--- src/rtl/run_seq_pkg.sv ---
// Shared types for the program run sequencer: FSM states and the per-program result record.
// No logic here; the result record is sized generously so any instance's fields fit in it.
// Consumers narrow idx/cycles to their own widths.
package run_seq_pkg;

    typedef enum logic [2:0] {
        IDLE,
        LOAD,
        SETTLE,
        PULSE,
        MIN_RUN,
        WAIT_HALT,
        REPORT
    } run_state_t;

    localparam int RES_IDX_W = 8;
    localparam int RES_CNT_W = 32;

    typedef struct packed {
        logic [RES_IDX_W-1:0] idx;
        logic [RES_CNT_W-1:0] cycles;
        logic                 timeout;
    } run_result_t;

    // Width needed to index n items, never less than one bit.
    function automatic int clog2_min1(input int n);
        return (n > 1) ? $clog2(n) : 1;
    endfunction

endpackage

--- src/rtl/sat_counter.sv ---
// Saturating up-counter with synchronous clear; clear together with inc loads 1.
// Latency: count visible the cycle after the clr/inc edge.
// Backpressure: none; holds at all-ones instead of wrapping.
module sat_counter #(
    parameter int W = 16
) (
    input  logic         clk,
    input  logic         rst_n,
    input  logic         clr,
    input  logic         inc,
    output logic [W-1:0] cnt
);

    // Clear has priority; increment stops at the all-ones ceiling.
    always_ff @(posedge clk or negedge rst_n) begin
        if (!rst_n) begin
            cnt <= '0;
        end else if (clr) begin
            cnt <= inc ? W'(1) : '0;
        end else if (inc && (cnt != '1)) begin
            cnt <= cnt + W'(1);
        end
    end

endmodule

--- src/rtl/run_sequencer.sv ---
// Sequences NUM_PROGS programs through load -> settle -> start pulse -> min run -> halt/timeout.
// Latency: halt sampled at edge N gives res_valid after edge N; load_req follows a handshake by one edge.
// Backpressure: REPORT holds res_* stable until res_ready; no next load is requested before then.
module run_sequencer
    import run_seq_pkg::*;
#(
    parameter  int NUM_PROGS   = 19,
    parameter  int SETTLE_CYC  = 10,
    parameter  int PULSE_CYC   = 1,
    parameter  int MIN_RUN_CYC = 55,
    parameter  int TIMEOUT_CYC = 4096,
    parameter  int CNT_W       = 16,
    localparam int IDX_W       = clog2_min1(NUM_PROGS)
) (
    input  logic             clk,
    input  logic             rst_n,
    input  logic             go,
    input  logic             abort,
    output logic             load_req,
    input  logic             load_done,
    output logic [IDX_W-1:0] prog_idx,
    output logic             start,
    input  logic             halt,
    output logic             res_valid,
    input  logic             res_ready,
    output logic [IDX_W-1:0] res_idx,
    output logic [CNT_W-1:0] res_cycles,
    output logic             res_timeout,
    output logic             busy,
    output logic             all_done
);

    // Phase timer only has to reach the longest phase length minus one.
    localparam int M1    = (SETTLE_CYC > PULSE_CYC) ? SETTLE_CYC : PULSE_CYC;
    localparam int M2    = (MIN_RUN_CYC > TIMEOUT_CYC) ? MIN_RUN_CYC : TIMEOUT_CYC;
    localparam int TMR_W = clog2_min1((M1 > M2) ? M1 : M2);

    localparam logic [TMR_W-1:0] SETTLE_LAST  = TMR_W'(SETTLE_CYC - 1);
    localparam logic [TMR_W-1:0] PULSE_LAST   = TMR_W'(PULSE_CYC - 1);
    localparam logic [TMR_W-1:0] MIN_RUN_LAST = TMR_W'((MIN_RUN_CYC > 0) ? MIN_RUN_CYC - 1 : 0);
    localparam logic [TMR_W-1:0] TIMEOUT_LAST = TMR_W'(TIMEOUT_CYC - 1);
    localparam logic [IDX_W-1:0] LAST_IDX     = IDX_W'(NUM_PROGS - 1);

    run_state_t       state;
    logic [TMR_W-1:0] tmr;
    logic [CNT_W-1:0] cyc;
    logic             settle_end;
    logic             pulse_end;
    logic             minrun_end;
    logic             wait_tmo;
    logic             in_phase;
    logic             phase_end;
    logic             tmr_clr;
    logic             tmr_inc;
    logic             cyc_clr;
    logic             cyc_inc;

    // Phase-end decode; the timer reads k-1 during the k-th cycle of a timed phase.
    always_comb begin
        settle_end = (state == SETTLE)    && (tmr == SETTLE_LAST);
        pulse_end  = (state == PULSE)     && (tmr == PULSE_LAST);
        minrun_end = (state == MIN_RUN)   && (tmr == MIN_RUN_LAST);
        wait_tmo   = (state == WAIT_HALT) && (tmr == TIMEOUT_LAST);
        in_phase   = state inside {SETTLE, PULSE, MIN_RUN, WAIT_HALT};
        phase_end  = settle_end || pulse_end || minrun_end ||
                     ((state == WAIT_HALT) && (halt || wait_tmo));
        tmr_clr    = abort || !in_phase || phase_end;
        tmr_inc    = !tmr_clr;
        // Run counter loads 1 on entry to PULSE so it reads k during the k-th run cycle.
        cyc_clr    = settle_end;
        cyc_inc    = settle_end || (state inside {PULSE, MIN_RUN, WAIT_HALT});
    end

    sat_counter #(.W(TMR_W)) u_phase_tmr (
        .clk   (clk),
        .rst_n (rst_n),
        .clr   (tmr_clr),
        .inc   (tmr_inc),
        .cnt   (tmr)
    );

    sat_counter #(.W(CNT_W)) u_run_cnt (
        .clk   (clk),
        .rst_n (rst_n),
        .clr   (cyc_clr),
        .inc   (cyc_inc),
        .cnt   (cyc)
    );

    // Sequencer FSM with registered handshake/control outputs; abort overrides every transition.
    always_ff @(posedge clk or negedge rst_n) begin
        if (!rst_n) begin
            state       <= IDLE;
            prog_idx    <= '0;
            load_req    <= 1'b0;
            start       <= 1'b0;
            res_valid   <= 1'b0;
            res_idx     <= '0;
            res_cycles  <= '0;
            res_timeout <= 1'b0;
            all_done    <= 1'b0;
        end else begin
            all_done <= 1'b0;
            if (abort) begin
                state     <= IDLE;
                load_req  <= 1'b0;
                start     <= 1'b0;
                res_valid <= 1'b0;
            end else begin
                case (state)
                    IDLE: begin
                        if (go) begin
                            state    <= LOAD;
                            prog_idx <= '0;
                            load_req <= 1'b1;
                        end
                    end
                    LOAD: begin
                        if (load_done) begin
                            state    <= SETTLE;
                            load_req <= 1'b0;
                        end
                    end
                    SETTLE: begin
                        if (settle_end) begin
                            state <= PULSE;
                            start <= 1'b1;
                        end
                    end
                    PULSE: begin
                        if (pulse_end) begin
                            start <= 1'b0;
                            state <= (MIN_RUN_CYC > 0) ? MIN_RUN : WAIT_HALT;
                        end
                    end
                    MIN_RUN: begin
                        if (minrun_end) begin
                            state <= WAIT_HALT;
                        end
                    end
                    WAIT_HALT: begin
                        // Halt on the final timeout cycle still counts as a completion.
                        if (halt || wait_tmo) begin
                            state       <= REPORT;
                            res_valid   <= 1'b1;
                            res_idx     <= prog_idx;
                            res_cycles  <= cyc;
                            res_timeout <= !halt;
                        end
                    end
                    REPORT: begin
                        if (res_ready) begin
                            res_valid <= 1'b0;
                            if (prog_idx == LAST_IDX) begin
                                state    <= IDLE;
                                all_done <= 1'b1;
                            end else begin
                                prog_idx <= prog_idx + IDX_W'(1);
                                load_req <= 1'b1;
                                state    <= LOAD;
                            end
                        end
                    end
                    default: state <= IDLE;
                endcase
            end
        end
    end

    assign busy = (state != IDLE);

endmodule

--- config.mk ---
export PLATFORM = sky130hd
export DESIGN_NAME = run_sequencer
export DESIGN_NICKNAME = d
export VERILOG_FILES = /design/src/rtl/run_seq_pkg.sv /design/src/rtl/sat_counter.sv /design/src/rtl/run_sequencer.sv
export SDC_FILE = /design/constraint.sdc
export NUM_CORES = 1
export LEC_CHECK = 0
export ABC_AREA = 1
export CORE_MARGIN = 2
export CORE_UTILIZATION = 55
export CTS_CLUSTER_SIZE = 25
export DETAILED_ROUTE_END_ITERATION = 10
export PLACE_DENSITY = 0.89
export SLEW_MARGIN = 15
export SYNTH_ARGS = -nofsm -noshare
export SYNTH_HDL_FRONTEND = slang
export SYNTH_HIERARCHICAL = 1
export SYNTH_SLANG_ARGS = --single-unit
--- constraint.sdc ---
create_clock -name clk -period 6.85 [get_ports clk]
set_input_delay 1.0275 -clock clk [delete_from_list [all_inputs] [get_ports clk]]
set_output_delay 1.0275 -clock clk [all_outputs]
set_load 0.03 [all_outputs]
## Word-level counts from Yosys, hierarchy flattened

Cells that the tools add are included.

- Register bits: 62
- Output and inout bits: 32
- Input port bits: 7

- Reductions and logical operators: 34
- Bitwise logic cells: 1
- Eq/ne operators: 23
- Multiplexer cells: 37
- Add/subtract/negate cells: 3

Operators by type and width:

| cell | count |
|---|---|
| $mux W16 | 2 |
| $mux W12 | 2 |
| $mux W3 | 8 |
| $ne A3 B3 Y1 const B | 7 |
| $pmux W3 S7 | 1 |
| $mux W1 | 17 |
| $add A16 B1 Y16 const B | 1 |
| $ne A16 B16 Y1 const B | 1 |
| $mux W5 | 3 |
| $add A12 B1 Y12 const B | 1 |
| $eq A12 B12 Y1 const B | 1 |
| $eq A12 B4 Y1 const B | 1 |
| $eq A12 B6 Y1 const B | 1 |
| $logic_not A12 Y1 | 1 |
| $ne A12 B12 Y1 const B | 1 |
| $reduce_bool A3 Y1 | 4 |
| $pmux W5 S2 | 1 |
| $reduce_and A5 Y1 | 2 |
| $eq A3 B3 Y1 const B | 3 |
| $reduce_and A3 Y1 | 3 |
| $reduce_bool A4 Y1 | 2 |
| $logic_and A1 B1 Y1 | 7 |
| $logic_or A1 B1 Y1 | 7 |
| $reduce_and A7 Y1 | 1 |
| 12 further kinds | 20 |

## Longest topological paths before layout

- Depth in word-level cells: 10
- Gate-level depth with buffers: 14
- Mapped depth without buffers: 14

## Modules after synthesis

The synthesis kept the hierarchy.

By module, submodules not included:

| module | seq. area each (µm²) | cells each | area each (µm²) | times used |
|---|---|---|---|---|
| run_sequencer | 850.8 | 257 | 1948.1 | 1 |
| sat_counter (u_run_cnt) | 400.4 | 148 | 1009.7 | 1 |
| sat_counter (u_phase_tmr) | 300.3 | 109 | 759.5 | 1 |

## Worst setup path before layout

Ideal clock, no wire load.

- Path kind: reg-to-reg
- Start: register state[2]
- End: register u_run_cnt.cnt[12]
- Stages on the path, launching flop included: 12
- Arrival: 2214 ps
- Setup time: 120 ps
- Clock period less this slack: 2334 ps
- Setup slack: 4516 ps
- Data required time: 6730 ps
- Cells stage by stage: dfrtp_1 > inv_1 > nand2_1 > nor2_1 > inv_1 > nor3_1 > clkinv_1 > nand2_2 > clkinv_2 > buf_6 > nand2_1 > nand2_1

- Longest elaborated chain between the ends: 5
- Elaborated cells between the ends (all ways): 10

Ends and longest elaborated chain:

| what | line | RTL |
|---|---|---|
| from (decl) | run_sequencer.sv:44 | `run_state_t state;` |
| from (signal assigned) | run_sequencer.sv:133 | `state <= (MIN_RUN_CYC > 0) ? MIN_RUN : WAIT_HALT;` |
| $eq A3 B2 Y1 * | run_sequencer.sv:60 | `settle_end = (state == SETTLE) && (tmr == SETTLE_LAST);` |
| $logic_and A1 B1 Y1 * | run_sequencer.sv:60 |  |
| named net cyc_clr | run_sequencer.sv:55 | `logic cyc_clr;` |
| $logic_or A1 B1 Y1 | run_sequencer.sv:71 | `cyc_inc = settle_end \|\| (state inside {PULSE, MIN_RUN, WAIT_HALT});` |
| $logic_and A1 B1 Y1 | sat_counter.sv:20 | `end else if (inc && (cnt != '1)) begin` |
| $reduce_bool A2 Y1 (no line) | - |  |
| to (signal assigned) | sat_counter.sv:19 | `cnt <= inc ? W'(1) : '0;` |
| to (signal assigned) | sat_counter.sv:21 | `cnt <= cnt + W'(1);` |
| to (decl) | sat_counter.sv:11 | `output logic [W-1:0] cnt` |

Mark *: on every way through the listed nets, which the timed path passes. The rest lies on a longest branch.
A chain may end at the register's enable or synchronous reset.

## Worst setup path in the final report

- Start: register state[2]
- End: register u_run_cnt.cnt[13]

The elaborated chain is that of the path after synthesis.

==> impl.org <==
** Timing
- Setup violations remaining at the end of the flow were counted as 0.
- After layout, the worst path uses 43.69% of the clock period.
- Final-layout setup total negative slack :: 0 ps
- Measured against its own limit, the worst slew margin works out to approximately 48%.
- The final count of hold timing violations is 0.
- At the pin with the least slew margin, the transition time is 775.8 ps.
- Max-slew violation count :: 0
- Clock period minus worst slack :: around 3000 ps
- Peak Freq :: around 330 MHz
- Setup repair after global routing left no endpoint under its margin.
- Maximum clock skew at final layout :: 7.172 ps

** Place
- The wire-length estimate of the detail-placed layout is 5651 um.
- Routability-driven placement finished with a final weighted congestion of 0.9528.
- Cells after DPL :: about 620
- Buffers on Ports :: 38

** Synthesis
- Share of flip-flops with an asynchronous set or reset after synthesis :: 100.0%
- Number of cells produced by synthesis :: 514
- In the synthesized netlist the dominant register cell turns out to be sky130_fd_sc_hd__dfrtp_1.
- Number of flip-flops and latches in the synthesized netlist :: 62
- Biggest area contributors in the synthesized netlist :: sky130_fd_sc_hd__dfrtp_1 42%, sky130_fd_sc_hd__nand2_1 17%, sky130_fd_sc_hd__inv_1 6.6%, sky130_fd_sc_hd__nand3_1 5.9%, sky130_fd_sc_hd__nor2_1 5.7%
- Yosys printed 6 warnings.
- Count of cell types in the netlist :: 37
- Summing the sequential cell areas from Yosys gives 41.74% of the chip area.
- The synthesized netlist occupies a cell area of 3717 um2.
- sky130_fd_sc_hd__dfrtp_1 takes more of the synthesized area than any other cell.
- In this run the mean area of a mapped cell was 7.232 um2.
- Synth top area share :: between 40% and 50%
- Post-Synthesis Net Count :: roughly 530
- Post-synth EDFFs :: 0

** Drt
- Final Routed Wirelength :: 7929 um
- Routed vias/inst :: 5.333
- The detail route stage leaves a number of antenna-violating nets equal to 0.
- The pre-antenna-repair detailed-routing pass consisted of 5 iterations.
- Total via count after detailed routing :: approximately 3400
- In the final routed layout, each cell accounts on average for 12.41 um.
- Number of remaining DRC errors :: 0
- In this run, the number of DRC markers left after iteration 0 of detailed routing was 275.

** Final layout
- Leaving out fill and tap cells, the most frequent cell in the layout is sky130_fd_sc_hd__nand2_1.
- Number of antenna cells inserted :: 0
- Commonest cells after routing, fill and taps aside :: 167 x sky130_fd_sc_hd__nand2_1, 65 x sky130_fd_sc_hd__inv_1, 62 x sky130_fd_sc_hd__dfrtp_1
- Counting the fill cells in the layout gives 516.
- Growth of design area from synthesis to finish :: 17.60%
- Number of cells in the finished layout apart from fillers :: 639
- Share of layout cells above drive strength 1 :: between 10% and 20%
- The final layout contains 568 nets.
- At the end of the flow the core is filled with cells to 67.69%.

** Worst setup path
- STA puts the critical path data required time at 7090 ps.
- Minimum setup slack among reg-to-reg paths :: between 3000 and 4000 ps
- Data arrives at the worst endpoint at around 3200 ps.
- The critical path goes through inv_1 > nand2_1 > nor2_1 > inv_1 > nor3_1 > clkinv_1 > nand2_2 > clkinv_2 > nand2_1 > nand2_1.
- Worst reg2reg startpoint :: state[2]
- CP max stage delay :: 660 ps
- Top delay family on crit path :: simple AND/OR/NAND/NOR gates
- Depth of the most critical reg-to-reg path :: 10
- Count of buffering cells on the critical path with inverters included :: 4
- Crit Reg-Reg Endpoint :: u_run_cnt/cnt[13]
- Of all nets on the critical path, the largest fanout is 15.
- Category of the most critical setup path :: flip-flop to flip-flop
- Highest-delay cell along the critical path :: sky130_fd_sc_hd__nor3_1
- STA classifies the critical path startpoint as a flip-flop.
- Most common cell on crit path :: sky130_fd_sc_hd__nand2_1
- STA classifies the critical path endpoint as a flip-flop.

** Die
- The initial utilization of the core area, before any placement, comes to between 50% and 60%.
- Die Area :: 7432 um2
- Num rows :: 29
- Measured along the y axis, the die boundary spans 86.21 um.
- Io pins :: 39
- The core region is between 6000 and 7000 um2.
- Die Wd :: 86.21 um

** Clock tree
- Clock buffers created by TritonCTS :: 9
- After clock tree synthesis, the setup repair step added 0 buffers.
- Cts hold-fix bufs :: 0
- Cts repair resizes :: 0
- Skew-Pair Late Insertion Delay :: 350 ps
- CTS H-Tree Depth :: 3
- TritonCTS clock tree :: done
- Clock slew seen by the registers of the worst setup and hold paths :: 70 ps
- Number of clock sinks seen by CTS :: 62
- No sink is reached through more buffers than the 2 on the longest clock path.
- The tree is rooted in a sky130_fd_sc_hd__clkbuf_8.

** Hold path
- Worst hold stages :: 2
- The worst hold path terminates at load_req.
- In this run the most critical hold path is launched from load_req.
- Type of the worst min-delay path :: flip-flop to flip-flop

** Global route
- Entering global routing, the biggest net connects 63 pins.
- Leftover overflow at the end of global routing :: 0
- The number of antenna violations at the first check in global routing is 0.
- All-Layer GR Usage :: a little under a quarter
- Vias in the first global route :: 3177
- The first global-routing pass estimated around 14000 um of wire.

** Pwr
- Pwr per Cell Area :: 338.0 nW/um2
- IR analysis of the VDD net gives a maximum drop of 140.0 uV.
- For this design the static power due to leakage is 2.074 nW.

** Run
- Max-cap violations :: 0

** Outcome
- The flow ran to the end, and the final reports show no timing, DRC or antenna violations.
## metal layers
| layer | share of wire, % | track usage, % | vias to the layer above |
|---|---|---|---|
| li1 | - | - | 1705 |
| met1 | 44 | 29.88 | 1571 |
| met2 | 48 | 37.63 | 112 |
| met3 | 5.8 | 4.762 | 20 |
| met4 | 1.8 | 9.943 | 0 |
| met5 | 0 | 0 | - |
## tightest hold or removal path, stage by stage, from the launching register on
cell and delay (ps):
sky130_fd_sc_hd__dfrtp_1 350, sky130_fd_sc_hd__nand2_1 60, sky130_fd_sc_hd__nand2_1 50
## registers in the layout (all words and copies together), names as in the netlist
register / count
res_idx: 5
u_run_cnt/cnt: 16
start: 1
load_req: 1
all_done: 1
res_cycles: 16
u_phase_tmr/cnt: 12
res_timeout: 1
prog_idx: 5
res_valid: 1
state: 3
## cell families after synthesis
logic type,after synthesis,share of synthesized area (%)
compound gates,48,8.617
xor+xnor,11,2.592
fa+ha+maj,4,1.346
buf+inv,79,9.289
flops,62,41.74
simple gates,310,36.42
## worst max-delay path by stage
stage | start | end | slack, ps | depth (start not counted)
after global routing | state[2] | u_run_cnt/cnt[4] | 3580 | 10
after floorplan | state[2] | u_run_cnt/cnt[12] | 4520 | 11
after global placement | abort | res_cycles[11] | 3790 | 6
after detailed placement | abort | res_cycles[4] | 3670 | 5
after CTS | state[2] | u_run_cnt/cnt[11] | 3890 | 10
final | state[2] | u_run_cnt/cnt[13] | 3860 | 10
## synth_stat cells, types with 6 or more instances
library cell and instances:
sky130_fd_sc_hd__nor2_2 7, sky130_fd_sc_hd__nand2_1 167, sky130_fd_sc_hd__o21ai_2 14, sky130_fd_sc_hd__o21ai_0 14, sky130_fd_sc_hd__nor3_1 7, sky130_fd_sc_hd__xor2_1 9, sky130_fd_sc_hd__dfrtp_1 62, sky130_fd_sc_hd__nand2_2 6
sky130_fd_sc_hd__inv_1 65, sky130_fd_sc_hd__a21oi_1 8, sky130_fd_sc_hd__nand4_1 13, sky130_fd_sc_hd__nand3_1 44, sky130_fd_sc_hd__nor2_1 56
## power breakdown
part / leakage (nW) / switching, mW / internal (mW)
Sequential: 0.813 / 0.0691 / 0.454
Combinational: 1.16 / 0.369 / 0.229
Clock: 0.102 / 0.152 / 0.205
Total: 2.07 / 0.590 / 0.888
## layout make-up
| type | count | area (um2) | area share [%] |
|---|---|---|---|
| multi-input combinational | 373 | 1821 | 41.64 |
| sequential | 62 | 1551 | 35.49 |
| timing repair buffer | 40 | 410.4 | 9.388 |
| inverter | 71 | 272.8 | 6.239 |
| clock buffer | 9 | 123.9 | 2.833 |
| clock inverter | 7 | 96.34 | 2.204 |
| tap | 77 | 96.34 | 2.204 |
## stage by stage
| stage | hold WS [ps] | setup WS (ps) | instance area (um2) | total power [mW] |
|---|---|---|---|---|
| floorplan | 474.6 | 4516 | 3717 | 0.9126 |
| global placement | 466.1 | 3792 | 4124 | 1.110 |
| detailed placement | 461.4 | 3670 | 4124 | 1.127 |
| CTS | 484.7 | 3890 | 4344 | 1.487 |
| global route | 504.0 | 3578 | 4372 | 1.565 |
| finish | 483.8 | 3857 | 4372 | 1.478 |
No activity file was read; power rests on OpenSTA's default activity.
